[src/rtl/axis_pattern_gen_if.sv]
// AXI-stream style handshake bundle used by the pattern generator.
// The master drives data/valid and samples ready; a beat transfers when valid & ready.
interface Axis #(
    parameter int DATA_WIDTH = 32
);
    logic [DATA_WIDTH-1:0] data;
    logic                  valid;
    logic                  ready;

    modport Master (output data, output valid, input ready);
    modport Slave  (input data, input valid, output ready);
endinterface

[src/rtl/axis_pattern_gen.sv]
// Packetised AXI-stream traffic source: bursts of incrementing or LFSR data
// with optional inter-packet gaps, a throttle input and early abort.
module axis_pattern_gen #(
    parameter int DATA_WIDTH = 32,
    parameter int LEN_W      = 16,
    parameter int GAP_W      = 8
) (
    input  logic             clk,
    input  logic             rst,
    Axis.Master              m_stream,
    output logic             last,
    input  logic             start,
    input  logic             abort,
    input  logic             throttle,
    input  logic             mode,
    input  logic [31:0]      seed,
    input  logic [LEN_W-1:0] pkt_len,
    input  logic [LEN_W-1:0] num_pkts,
    input  logic [GAP_W-1:0] gap_cycles,
    output logic             busy,
    output logic             done,
    output logic             aborted,
    output logic [31:0]      beat_total
);

    localparam logic [31:0] LFSR_TAPS = 32'h8020_0003;

    typedef enum logic [1:0] {IDLE, SEND, GAP, FIN} state_t;

    function automatic logic [31:0] lfsr_next(input logic [31:0] s);
        return s[0] ? ((s >> 1) ^ LFSR_TAPS) : (s >> 1);
    endfunction

    state_t           r_state;
    logic             r_valid;
    logic             r_last;
    logic             r_busy;
    logic             r_done;
    logic             r_aborted;
    logic             r_abort_pend;
    logic [31:0]      r_beat_total;
    logic [31:0]      r_pat;
    logic [LEN_W-1:0] r_beat_cnt;
    logic [LEN_W-1:0] r_pkt_cnt;
    logic [GAP_W-1:0] r_gap_cnt;
    logic             r_mode;
    logic [LEN_W-1:0] r_pkt_len;
    logic [LEN_W-1:0] r_num_pkts;
    logic [GAP_W-1:0] r_gap;

    logic                  w_ok;
    logic                  w_abort;
    logic                  w_final_pkt;
    logic                  w_cur_last;
    logic                  w_next_last;
    logic [LEN_W-1:0]      w_next_beat;
    logic [31:0]           w_pat_next;
    logic [DATA_WIDTH-1:0] w_data;

    assign w_ok        = r_valid & m_stream.ready;
    // An abort seen while a beat is stalled is remembered until that beat drains.
    assign w_abort     = abort | r_abort_pend;
    assign w_final_pkt = (r_pkt_cnt == r_num_pkts - LEN_W'(1));
    assign w_cur_last  = (r_beat_cnt == r_pkt_len - LEN_W'(1));
    assign w_next_beat = r_last ? '0 : r_beat_cnt + LEN_W'(1);
    assign w_next_last = (w_next_beat == r_pkt_len - LEN_W'(1));
    assign w_pat_next  = r_mode ? lfsr_next(r_pat) : r_pat + 32'd1;

    generate
        if (DATA_WIDTH <= 32) begin : g_trunc
            assign w_data = r_pat[DATA_WIDTH-1:0];
        end else begin : g_zext
            assign w_data = {{(DATA_WIDTH-32){1'b0}}, r_pat};
        end
    endgenerate

    assign m_stream.data  = w_data;
    assign m_stream.valid = r_valid;
    assign last           = r_last;
    assign busy           = r_busy;
    assign done           = r_done;
    assign aborted        = r_aborted;
    assign beat_total     = r_beat_total;

    always_ff @(posedge clk) begin
        if (!rst) begin
            r_state      <= IDLE;
            r_valid      <= 1'b0;
            r_last       <= 1'b0;
            r_busy       <= 1'b0;
            r_done       <= 1'b0;
            r_aborted    <= 1'b0;
            r_abort_pend <= 1'b0;
            r_beat_total <= '0;
            r_pat        <= '0;
            r_beat_cnt   <= '0;
            r_pkt_cnt    <= '0;
            r_gap_cnt    <= '0;
            r_mode       <= 1'b0;
            r_pkt_len    <= '0;
            r_num_pkts   <= '0;
            r_gap        <= '0;
        end else begin
            r_done <= 1'b0;
            case (r_state)
                IDLE: begin
                    if (start) begin
                        r_mode       <= mode;
                        r_pkt_len    <= pkt_len;
                        r_num_pkts   <= num_pkts;
                        r_gap        <= gap_cycles;
                        r_pat        <= (mode && seed == 32'd0) ? 32'd1 : seed;
                        r_beat_total <= '0;
                        r_aborted    <= 1'b0;
                        r_abort_pend <= 1'b0;
                        r_beat_cnt   <= '0;
                        r_pkt_cnt    <= '0;
                        if (pkt_len == '0 || num_pkts == '0) begin
                            r_state <= FIN;
                            r_done  <= 1'b1;
                        end else begin
                            r_state <= SEND;
                            r_busy  <= 1'b1;
                            // First beat goes out the cycle after start unless throttled.
                            if (!throttle) begin
                                r_valid <= 1'b1;
                                r_last  <= (pkt_len == LEN_W'(1));
                            end
                        end
                    end
                end

                SEND: begin
                    if (r_valid) begin
                        if (w_ok) begin
                            r_beat_total <= r_beat_total + 32'd1;
                            r_pat        <= w_pat_next;
                            r_beat_cnt   <= w_next_beat;
                            if (r_last) begin
                                r_pkt_cnt <= r_pkt_cnt + LEN_W'(1);
                            end
                            if ((r_last && w_final_pkt) || w_abort) begin
                                r_valid   <= 1'b0;
                                r_last    <= 1'b0;
                                r_busy    <= 1'b0;
                                r_done    <= 1'b1;
                                r_state   <= FIN;
                                r_aborted <= !(r_last && w_final_pkt);
                            end else if (r_last && r_gap != '0) begin
                                r_valid   <= 1'b0;
                                r_last    <= 1'b0;
                                r_gap_cnt <= r_gap;
                                r_state   <= GAP;
                            end else begin
                                r_valid <= !throttle;
                                r_last  <= !throttle && w_next_last;
                            end
                        end else if (abort) begin
                            r_abort_pend <= 1'b1;
                        end
                    end else if (w_abort) begin
                        r_busy    <= 1'b0;
                        r_done    <= 1'b1;
                        r_aborted <= 1'b1;
                        r_state   <= FIN;
                    end else if (!throttle) begin
                        r_valid <= 1'b1;
                        r_last  <= w_cur_last;
                    end
                end

                GAP: begin
                    if (w_abort) begin
                        r_busy    <= 1'b0;
                        r_done    <= 1'b1;
                        r_aborted <= 1'b1;
                        r_state   <= FIN;
                    end else if (r_gap_cnt == GAP_W'(1)) begin
                        // Offer on the exit edge so valid is low for exactly the gap length.
                        r_state <= SEND;
                        if (!throttle) begin
                            r_valid <= 1'b1;
                            r_last  <= w_cur_last;
                        end
                    end else begin
                        r_gap_cnt <= r_gap_cnt - GAP_W'(1);
                    end
                end

                FIN: begin
                    r_state <= IDLE;
                end

                default: begin
                    r_state <= IDLE;
                end
            endcase
        end
    end

endmodule

[src/flat_wrapper.sv]
// flat-port wrapper written by rule: the top's interface ports become plain ports
module axis_pattern_gen_flat 
#(
    parameter int DATA_WIDTH = 32,
    parameter int LEN_W      = 16,
    parameter int GAP_W      = 8
)
  (clk, rst, last, start, abort, throttle, mode, seed, pkt_len, num_pkts, gap_cycles, busy, done, aborted, beat_total, m_stream_data, m_stream_valid, m_stream_ready);
  Axis #(.DATA_WIDTH(DATA_WIDTH)) m_stream_i ();
  input  logic clk;
  input  logic rst;
  output logic last;
  input  logic start;
  input  logic abort;
  input  logic throttle;
  input  logic mode;
  input  logic [31:0] seed;
  input  logic [LEN_W-1:0] pkt_len;
  input  logic [LEN_W-1:0] num_pkts;
  input  logic [GAP_W-1:0] gap_cycles;
  output logic busy;
  output logic done;
  output logic aborted;
  output logic [31:0] beat_total;
  output wire logic [$bits(m_stream_i.data)-1:0] m_stream_data;
  output wire logic [$bits(m_stream_i.valid)-1:0] m_stream_valid;
  input wire logic [$bits(m_stream_i.ready)-1:0] m_stream_ready;
  assign m_stream_data = m_stream_i.data;
  assign m_stream_valid = m_stream_i.valid;
  assign m_stream_i.ready = m_stream_ready;
  axis_pattern_gen #(.DATA_WIDTH(DATA_WIDTH), .LEN_W(LEN_W), .GAP_W(GAP_W)) u_core (.clk(clk), .rst(rst), .m_stream(m_stream_i), .last(last), .start(start), .abort(abort), .throttle(throttle), .mode(mode), .seed(seed), .pkt_len(pkt_len), .num_pkts(num_pkts), .gap_cycles(gap_cycles), .busy(busy), .done(done), .aborted(aborted), .beat_total(beat_total));
endmodule
[config.mk]
export PLATFORM = sky130hd
export DESIGN_NAME = axis_pattern_gen_flat
export DESIGN_NICKNAME = d
export VERILOG_FILES = /design/src/rtl/axis_pattern_gen_if.sv /design/src/rtl/axis_pattern_gen.sv /design/src/flat_wrapper.sv
export SDC_FILE = /design/constraint.sdc
export NUM_CORES = 1
export LEC_CHECK = 0
export CORE_ASPECT_RATIO = 0.7
export CORE_UTILIZATION = 55
export CTS_BUF_LIST = sky130_fd_sc_hd__clkbuf_8 sky130_fd_sc_hd__clkbuf_16
export DETAILED_ROUTE_END_ITERATION = 7
export MAX_ROUTING_LAYER = met4
export PLACE_DENSITY = 0.88
export SLEW_MARGIN = 25
export SYNTH_ARGS = -nofsm -noshare
export SYNTH_HDL_FRONTEND = slang
export SYNTH_SLANG_ARGS = --single-unit
[constraint.sdc]
create_clock -name clk -period 3.6 [get_ports clk]
set_input_delay 0.72 -clock clk [delete_from_list [all_inputs] [get_ports clk]]
set_output_delay 0.72 -clock clk [all_outputs]
set_load 0.005 [all_outputs]
==> run summary <==
TritonCTS built the clock tree. Measured along the y axis, the die boundary spans 113 µm. The endpoint class of the critical path was a flop. In this run the count of I/O pins placed on the die edge is 148. Dominant cell type by count on the critical path: nor4_1. The logs give 0 for the final number of max-transition violations and 389 µV for the worst IR drop on VDD. Summed over all nets, the half-perimeter wirelength after detailed placement is 19300 µm.

After clock tree synthesis, the clock-pin slew on the worst setup and hold paths is 60 ps. For the part of the total power dissipated in combinational logic, the log shows 0.395. The number of antenna violations at the first check in global routing is 1, and the share of post-route cells with drive strength above 1 is 0.0621. In this run the cell area of the synthesized design comes to 0.00961 mm². The logs give 47 for the pin count of the biggest net entering global routing and 2 for the maximum clock path buffer count.

The via count of the first global-routing pass is 8607, and the proportion of total power due to net switching is 0.382. The post-synthesis async set-or-reset flop share came out at 0. The count of nets left with antenna violations once routing finished came out at 0.

The count of hold buffers inserted by post-cts repair is 0. Summed over all layers, the routed wires come to 26800 µm. For this run, the leading register cell type out of synthesis is dfxtp_1. The number of iterations in the first detailed-routing pass was 6; the part of the power in the clock network was 0.261. The commonest non-fill, non-tap cell in the layout is nand2_1.

Post-CTS timing repair inserted 0 buffers for setup. The tools report the starting density of the core as 0.562. The number of clock buffers added by TritonCTS is 17. The worst setup margin is 462 ps. The H-tree depth is 4, and the post-synthesis area per instance is 7.61 µm². During placement, the flow inserted port buffers numbering 147. At the end of the flow, the number of nets in the layout was 1463.

The type of origin of the critical path is a flop. The clock reaches the later pin of the worst-skew pair after 440 ps. The clock arrives with 12.9 ps of skew. In this run, post-CTS repair resized a total of 0 instances. For this block, the initial DRC count from the detailed router was 889. Setup violations remaining at the end of the flow were counted as 0. Setup total negative slack: 0 ps.

The min-delay analysis places its worst path in the category flop to flop. The number of hold violations in the final report is 0. Synthesis produced a netlist with a net count of 1355. The analysis attributes to net switching a power of 2.61 mW.

At the pin with the least slew margin, the transition time is 896 ps. For the number of fillers in the final layout, the log shows 1387. After synthesis, the cell types taking the most area are dfxtp_1 32%, nand2_1 6.8%, xnor2_1 6.5%, xor2_1 6.2%, nor2_1 6.1%. Internal power comes to 4.22 mW. The placer's final routability congestion estimate was 0.988. CTS placed an instance of clkbuf_16 at the clock tree root. The logs give 43700 µm for the global-route wire length before repair and 380 ps for the pre-CTS worst setup slack. The top cell types in the final layout, fill and taps aside, are 174 x nand2_1, 154 x nor2_1, 152 x dfxtp_1. Setup repair after global routing left no endpoint under its margin.

The area overhead of the layout relative to synthesis is 22.4%. The sequential share of the synthesized area came out at 0.319. Broken down by cell family, the worst path's largest delay share belongs to simple AND/OR/NAND/NOR gates.

The routed layout has 9670 vias. The relative contribution of sequential cells to total power was 0.344; the area of the die was 0.0180 mm². The critical path is of the flop to flop type.

Maximum net fanout on the critical path: 8. Data required time at the worst endpoint: 3970 ps. Synthesis produced 1264 cells. The number of different library cells used by synthesis comes to 82. The worst relative slew slack was 0.403; the die width was 160 µm. The floorplan has 40 rows.

For this design the ratio of total power to cell area is 580 mW/mm². The aggregate global routing overflow came out at 0. The top cell type by total area after synthesis was dfxtp_1. For this design the static power due to leakage is 4.16 nW. Traced cell by cell, the critical path runs through inv_1 -> ha_1 -> xnor2_1 -> or3_1 -> a21oi_1 -> a31oi_1 -> nor4_1 -> nand3_1 -> or4_1 -> nor4_1 -> a21o_1. The register bit total from synthesis was 153; the max-cap check violation count was 0. The clock net in this run drives a total of 153 sinks. The maximum operating frequency is 0.319 GHz.

The cell type of the slowest stage on the worst timing path is dfxtp_1. Dividing the detail-routed wire length by the instance count gives 16.6 µm. The residual DRC count was 0; the total global-route track usage was 0.307. The largest single stage delay on the critical path is 490 ps. The proportion of netlist area held by the largest area contributor is 0.319, and the number of flops mapped to enable cells by yosys is 0. For this run, the number of Yosys warnings is 0. The number of buffer and inverter instances along the worst setup path was 1; the average vias per placed instance was 5.98. The run finished with clean final reports. The placeable core region was 0.0171 mm²; the final critical delay including setup and external delays was 3140 ps. The share of the clock period used by the worst path after layout came out at 0.872.

The tools report the worst hold margin as 471 ps. For the data arrival at the endpoint of the critical path, the log shows 3510 ps.
==> cell families (layout without fill, tap and decap cells) <==
logic type	count (synthesis)	after routing	share of synthesized area
multiplexers	28	28	0.0293
AND/OR/NAND/NOR	564	564	0.289
AO/OA/AOI/OAI	256	256	0.166
other	0	1	0
buffers and inverters	111	231	0.0536
flip-flops	153	153	0.319
adder cells (fa/ha/maj)	12	12	0.0156
XOR/XNOR	140	140	0.128
==> tightest hold or removal path: stages (launching register included) <==
cell and delay, ps:
dfxtp_1 320, nand2_1 50, a21oi_1 50
==> metrics by stage <==
stage               power, mW  area [µm²]   util  std cells
floorplan                4.11        9610      -       1264
global placement         4.93       11200  0.653       1584
detailed placement       5.01       11200  0.653       1584
CTS                      6.78       11800  0.687       1615
global route             7.20       11800  0.687       1616
finish                   6.82       11800  0.687       1616
==> cell type report <==
cell class	count	area (µm²)	area share
diodes	1	2.50	0.000213
clock buffers	19	453	0.0385
clock inverters	12	128	0.0108
inverters	29	109	0.00925
multi-input cells	1000	6060	0.515
flip-flops and latches	153	3060	0.260
well taps	231	289	0.0246
repair buffers	171	1660	0.141
==> layer usage <==
layer,track usage,wire length (µm),share of wire,vias to the layer above
met3,0.0647,2190,0.082,55
met1,0.421,12400,0.46,4511
met4,0.0883,605,0.023,0
met2,0.451,11600,0.43,431
li1,-,-,-,4673
met5,-,0,0,-
==> power groups by stage <==
stage               logic [mW]  registers [mW]  clock network (mW)
finish                    2.70            2.35                1.78
global route              2.94            2.39                1.87
CTS                       2.66            2.34                1.78
detailed placement        2.64            2.37                   0
global placement          2.57            2.36                   0
floorplan                 1.86            2.24                   0
==> synth_stat cells (6+ instances only) <==
master	instances
inv_1	29
a22oi_1	12
nand3_1	55
nor2b_1	8
a211oi_1	25
nand2_1	174
a21oi_1	83
ha_1	12
and3_1	21
nor2_1	155
xor2_1	68
o21ai_0	57
a31oi_1	15
o21ai_1	12
dfxtp_1	153
and4_1	7
nor4_1	26
or3_1	14
or4_1	6
nor3_1	22
xnor2_1	71
mux2i_1	27
clkbuf_1	64
nand4_1	21
buf_6	6
nand2b_1	11
==> sequential cells by signal (all words and copies together), names as in the netlist <==
register and flops:
u_core.done 1, u_core.r_gap 8, u_core.busy 1, u_core.r_gap_cnt 8, u_core.beat_total 32, u_core.m_stream.data 32, u_core.last 1, u_core.m_stream.valid 1
u_core.r_pkt_len 16, u_core.r_state 2, u_core.r_pkt_cnt 16, u_core.aborted 1, u_core.r_num_pkts 16, u_core.r_mode 1, u_core.r_abort_pend 1, u_core.r_beat_cnt 16
==> final timing paths <==
kind | startpoint | end | slack, ps | cells after the start
worst min register to register | u_core.r_gap[1] | u_core.r_gap[1] | 470 | 2
worst max register to register | u_core.r_pkt_len[0] | u_core.last | 460 | 11
worst max-delay path | u_core.r_pkt_len[0] | u_core.last | 460 | 11
worst min-delay path | u_core.r_gap[1] | u_core.r_gap[1] | 470 | 2
No activity file was read; power rests on OpenSTA's default activity.
